$ cat src/rtl/validity_mask_generator.sv
// Splits an input word stream into segments and tags each word with per-byte validity and a last flag.
// Optional feature macro: VALIDITY_PAD_EN (adds dout_pad and an extra pad word on word-aligned segment ends).
module validity_mask_generator #(
  parameter int BUS_SIZE = 32,
  parameter int LEN_SIZE = 16
) (
  input  logic                    clk,
  input  logic                    rst_n,
  input  logic [LEN_SIZE-1:0]     seg_len,
  input  logic                    seg_start,
  output logic                    seg_busy,
  input  logic [BUS_SIZE-1:0]     din,
  input  logic                    din_valid,
  output logic                    din_ready,
  output logic [BUS_SIZE-1:0]     dout,
  output logic [BUS_SIZE/8-1:0]   dout_validity,
  output logic                    dout_last,
`ifdef VALIDITY_PAD_EN
  output logic [BUS_SIZE/8-1:0]   dout_pad,
`endif
  output logic                    dout_valid,
  input  logic                    dout_ready
);

  localparam int BYTES = BUS_SIZE / 8;
  localparam logic [LEN_SIZE-1:0] BYTES_L = LEN_SIZE'(BYTES);

  localparam logic [1:0] ST_IDLE  = 2'd0;
  localparam logic [1:0] ST_RUN   = 2'd1;
  localparam logic [1:0] ST_FLUSH = 2'd2;
`ifdef VALIDITY_PAD_EN
  localparam logic [1:0] ST_PAD   = 2'd3;
`endif

  // Bytes with index below the remaining count belong to the segment.
  function automatic logic [BYTES-1:0] validity_mask(input logic [LEN_SIZE-1:0] rem);
    logic [BYTES-1:0] m;
    for (int i = 0; i < BYTES; i++) begin
      m[i] = (LEN_SIZE'(i) < rem);
    end
    return m;
  endfunction

`ifdef VALIDITY_PAD_EN
  function automatic logic [BYTES-1:0] pad_onehot(input logic [LEN_SIZE-1:0] rem);
    logic [BYTES-1:0] m;
    for (int i = 0; i < BYTES; i++) begin
      m[i] = (LEN_SIZE'(i) == rem);
    end
    return m;
  endfunction
`endif

  logic [1:0]          state_r;
  logic [LEN_SIZE-1:0] rem_r;
  logic [BUS_SIZE-1:0] dout_r;
  logic [BYTES-1:0]    validity_r;
  logic                last_r;
  logic                dout_valid_r;
`ifdef VALIDITY_PAD_EN
  logic [BYTES-1:0]    pad_r;
`endif

  logic                out_hs_s;
  logic                out_free_s;
  logic                din_ready_s;
  logic                in_hs_s;
  logic [LEN_SIZE-1:0] take_s;
  logic                end_word_s;
  logic                last_s;

  assign out_hs_s    = dout_valid_r & dout_ready;
  assign out_free_s  = ~dout_valid_r | dout_ready;
  assign din_ready_s = (state_r == ST_RUN) & out_free_s;
  assign in_hs_s     = din_valid & din_ready_s;
  assign take_s      = (rem_r >= BYTES_L) ? BYTES_L : rem_r;
  assign end_word_s  = (rem_r <= BYTES_L);
`ifdef VALIDITY_PAD_EN
  // A word-aligned end defers the last flag to the following pad word.
  assign last_s      = (rem_r < BYTES_L);
`else
  assign last_s      = end_word_s;
`endif

  assign seg_busy      = (state_r != ST_IDLE);
  assign din_ready     = din_ready_s;
  assign dout          = dout_r;
  assign dout_validity = validity_r;
  assign dout_last     = last_r;
  assign dout_valid    = dout_valid_r;
`ifdef VALIDITY_PAD_EN
  assign dout_pad      = pad_r;
`endif

  // Segment state, remaining byte count and the output word register.
  always_ff @(posedge clk) begin
    if (!rst_n) begin
      state_r      <= ST_IDLE;
      rem_r        <= {LEN_SIZE{1'b0}};
      dout_r       <= {BUS_SIZE{1'b0}};
      validity_r   <= {BYTES{1'b0}};
      last_r       <= 1'b0;
      dout_valid_r <= 1'b0;
`ifdef VALIDITY_PAD_EN
      pad_r        <= {BYTES{1'b0}};
`endif
    end else begin
      case (state_r)
        ST_IDLE: begin
          if (seg_start && (seg_len != {LEN_SIZE{1'b0}})) begin
            rem_r   <= seg_len;
            state_r <= ST_RUN;
          end
        end
        ST_RUN: begin
          if (in_hs_s) begin
            rem_r <= rem_r - take_s;
            if (end_word_s) begin
`ifdef VALIDITY_PAD_EN
              state_r <= (rem_r == BYTES_L) ? ST_PAD : ST_FLUSH;
`else
              state_r <= ST_FLUSH;
`endif
            end
          end
        end
`ifdef VALIDITY_PAD_EN
        ST_PAD: begin
          if (out_free_s) begin
            state_r <= ST_FLUSH;
          end
        end
`endif
        ST_FLUSH: begin
          if (out_hs_s) begin
            state_r <= ST_IDLE;
          end
        end
        default: begin
          state_r <= ST_IDLE;
        end
      endcase

      if (in_hs_s) begin
        dout_r       <= din;
        validity_r   <= validity_mask(rem_r);
        last_r       <= last_s;
        dout_valid_r <= 1'b1;
`ifdef VALIDITY_PAD_EN
        pad_r        <= pad_onehot(rem_r);
      end else if ((state_r == ST_PAD) && out_free_s) begin
        dout_r       <= {BUS_SIZE{1'b0}};
        validity_r   <= {BYTES{1'b0}};
        last_r       <= 1'b1;
        dout_valid_r <= 1'b1;
        pad_r        <= {{(BYTES-1){1'b0}}, 1'b1};
`endif
      end else if (out_hs_s) begin
        dout_valid_r <= 1'b0;
      end
    end
  end

endmodule

$ cat config.mk
export PLATFORM = sky130hd
export DESIGN_NAME = validity_mask_generator
export DESIGN_NICKNAME = d
export VERILOG_FILES = /design/src/rtl/validity_mask_generator.sv
export SDC_FILE = /design/constraint.sdc
export NUM_CORES = 1
export LEC_CHECK = 0
export ABC_AREA = 1
export CAP_MARGIN = 20
export CORE_UTILIZATION = 40
export CTS_CLUSTER_SIZE = 40
export DETAILED_ROUTE_END_ITERATION = 7
export GPL_ROUTABILITY_DRIVEN = 0
export PLACE_DENSITY = 0.76
export SYNTH_ARGS = -nofsm -noshare
export SYNTH_HDL_FRONTEND = slang
export SYNTH_SLANG_ARGS = --single-unit
export TNS_END_PERCENT = 20
$ cat constraint.sdc
create_clock -name clk -period 1.8 [get_ports clk]
set_input_delay 0.36 -clock clk [delete_from_list [all_inputs] [get_ports clk]]
set_output_delay 0.36 -clock clk [all_outputs]
set_load 0.02 [all_outputs]
==> impl_metrics.env <==
export IMPL_outcome="complete, but fails checks"
export IMPL_failed_checks="negative setup slack"
export IMPL_yosys_area_top_type="dfxtp_1"
export IMPL_yosysWarnings=0
export IMPL_placed_cells=542
export IMPL_path_class="input pin to flip-flop"
export IMPL_ant_nets=0
export IMPL_fp_dieW_um=82.35
export IMPL_final_nets=532
export IMPL_routedWlPerCell_um=13.61
export IMPL_core_area_um2=6061
export IMPL_clk_pin_slew_worst_paths_ps=100
export IMPL_arrival_ps=2050
export IMPL_synth_common_cells="nand2_1 (106), a21oi_1 (66), dfxtp_1 (56)"
export IMPL_io_buffers=92
export IMPL_synth_seq_cells=56
export IMPL_initial_utilization=0.4261
export IMPL_rsz0062_at_grt="true"
export IMPL_tns_ps=-13.03
export IMPL_grt_start_max_net_pins=35
export IMPL_post_layout_nonfiller_instances=554
export IMPL_async_flop_share=0
export IMPL_fmax_mhz=551.6
export IMPL_synth_top_area_frac=0.4341
export IMPL_clock_latency_ps=310
export IMPL_cts_buffer_depth=2
export IMPL_hold_class="flip-flop to flip-flop"
export IMPL_synth_nets=409
export IMPL_num_rows=28
export IMPL_first_iter_violations=218
export IMPL_cap_violations=0
export IMPL_vias=2856
export IMPL_hold_viol=0
export IMPL_hpwl_um=5413
export IMPL_synth_xor_area_share=0.01017
export IMPL_critPathMaxFanout=18
export IMPL_die_area_um2=6782
export IMPL_syn_to_final_growth_pct=55.18
export IMPL_grt_pass1_wl_um=11560
export IMPL_powerDensity_nw_per_um2=781.5
export IMPL_drc=0
export IMPL_synthCells=355
export IMPL_fin_ws_ps=-13.03
export IMPL_post_route_period_util=1.007
export IMPL_synth_compound_area_frac=0.1783
export IMPL_htreeDepth=2
export IMPL_cp_required_ps=2030
export IMPL_antenna_found_initial=0
export IMPL_yosysMostFrequentCell="nand2_1"
export IMPL_setup_violations_final=1
export IMPL_synth_edff_count=0
export IMPL_cts_sinks=56
export IMPL_synth_top_family_by_area="simple AND/OR/NAND/NOR gates"
export IMPL_yosys_mux_area_fraction=0
export IMPL_gr_total_overflow=0
export IMPL_via_per_inst=5.155
export IMPL_syn_cell_area_um2=2582
export IMPL_ir_worst_vdd_mv=0.4439
export IMPL_crit_path_start_kind="input pin"
export IMPL_synth_avg_cell_area_um2=7.275
export IMPL_drive_above_1_share=0.1900
export IMPL_track_usage=0.2215
export IMPL_skew_ps=7.178
export IMPL_synth_area_leaders="dfxtp_1 (43%), nand2_1 (15%), a21oi_1 (13%), nor2_1 (3.3%), nand3_1 (3.1%)"
export IMPL_worst_setup_path_end_kind="flip-flop"
export IMPL_min_period_ps=1813
export IMPL_maxSlewViolCount=0
export IMPL_yosys_area_share_simple=0.3096
export IMPL_synth_yosys_seq_area_share=0.4341
export IMPL_wirelength_um=7540
export IMPL_diodes=0
export IMPL_drt_pass1_iterations=5
export IMPL_ioPinCount=93
export IMPL_synthAdderAreaFrac=0.004845
export IMPL_grt_pass1_vias=2603
export IMPL_tritoncts="done"
export IMPL_synth_distinct_cells=34
export IMPL_chipHeight_um=82.35
export IMPL_cts_root_buf="clkbuf_8"
export IMPL_p_leak_nw=1.546
export IMPL_numCtsBuffers=5
export IMPL_power_mw=3.132
export IMPL_synth_ff_type="dfxtp_1"
[critical path: stages]
cell and delay (ps):
clkdlybuf4s50_1 460, nor4_2 400, nand4_1 180, nand3_2 100, nand2_1 90, inv_2 90, buf_12 140, nand2_1 60
a21oi_1 160
[area by class of cell]
type	instances	area (um^2)
Multi-Input combinational cell	267	1363
Fill cell	509	2053
Clock inverter	3	21.27
Tap cell	75	93.84
Timing Repair Buffer	132	1262
Clock buffer	5	68.82
Sequential cell	56	1137
Inverter	16	61.31
[final timing paths]
kind	startpoint	end	slack (ps)	depth (start not counted)
setup / recovery	seg_len[11]	rem_r[15]	-10	9
hold / removal	dout[5]	dout[5]	470	2
setup reg to reg	rem_r[5]	rem_r[4]	90	14
hold reg to reg	dout[5]	dout[5]	470	2
[flip-flops by register name (all words and copies together) (netlist names)]
| name | flops |
|---|---|
| dout | 32 |
| rem_r | 16 |
| dout_validity | 4 |
| state_r | 2 |
| dout_last | 1 |
| dout_valid | 1 |
[per-layer routing]
layer	routed length, um	global-route usage
met1	3121	0.2798
met2	3635	0.3719
met3	627	0.04615
met4	155	0.07719
met5	0	0
[kinds of logic (layout without fill, tap and decap cells)]
group / Yosys count / in the layout
AND/OR/NAND/NOR: 174 / 174
AO/OA/AOI/OAI: 88 / 88
other: 1 / 1
adder cells (fa/ha/maj): 1 / 1
flip-flops: 56 / 56
buffers and inverters: 32 / 156
XOR/XNOR: 3 / 3
[cell usage in the layout, fill, tap and decap left out, types with 9 or more instances in the layout]
cell type / Yosys / routed
a21oi_1: 66 / 64
nor2_1: 23 / 21
inv_1: 11 / 9
nand3_1: 16 / 14
clkdlybuf4s50_1: 0 / 90
dfxtp_2: 0 / 10
nand2_1: 106 / 105
buf_4: 1 / 36
o21ai_0: 16 / 14
dfxtp_1: 56 / 45
[report_power, final]
group	switching [mW]	internal, mW	total, mW
clock	0.431	0.278	0.708
sequential	0.0652	1.33	1.39
combinational	0.539	0.491	1.03
total	1.04	2.10	3.13
[timing repair]
| action | 4_1_cts | 5_1_grt |
|---|---|---|
| gates resized for setup | 7 | 28 |
| hold buffers | 0 | 0 |
| pin swaps | 0 | 8 |
| setup endpoints to repair | 3 | 17 |
| buffers inserted | 0 | 4 |
| hold endpoints to repair | 0 | 0 |
[metrics by stage]
stage          cell area [um^2]  utilization  setup slack (ps)  hold slack [ps]
2_1_floorplan              2582            -             49.92            453.4
3_3_place_gp               3807       0.6282            -316.8            450.9
4_1_cts                    3901       0.6437             7.584            471.1
6_report                   4008       0.6612            -13.03            469.5
3_5_place_dp               3807       0.6282            -292.1            454.6
5_1_grt                    4008       0.6612            -69.22            485.6
No activity file was read; power rests on OpenSTA's default activity.
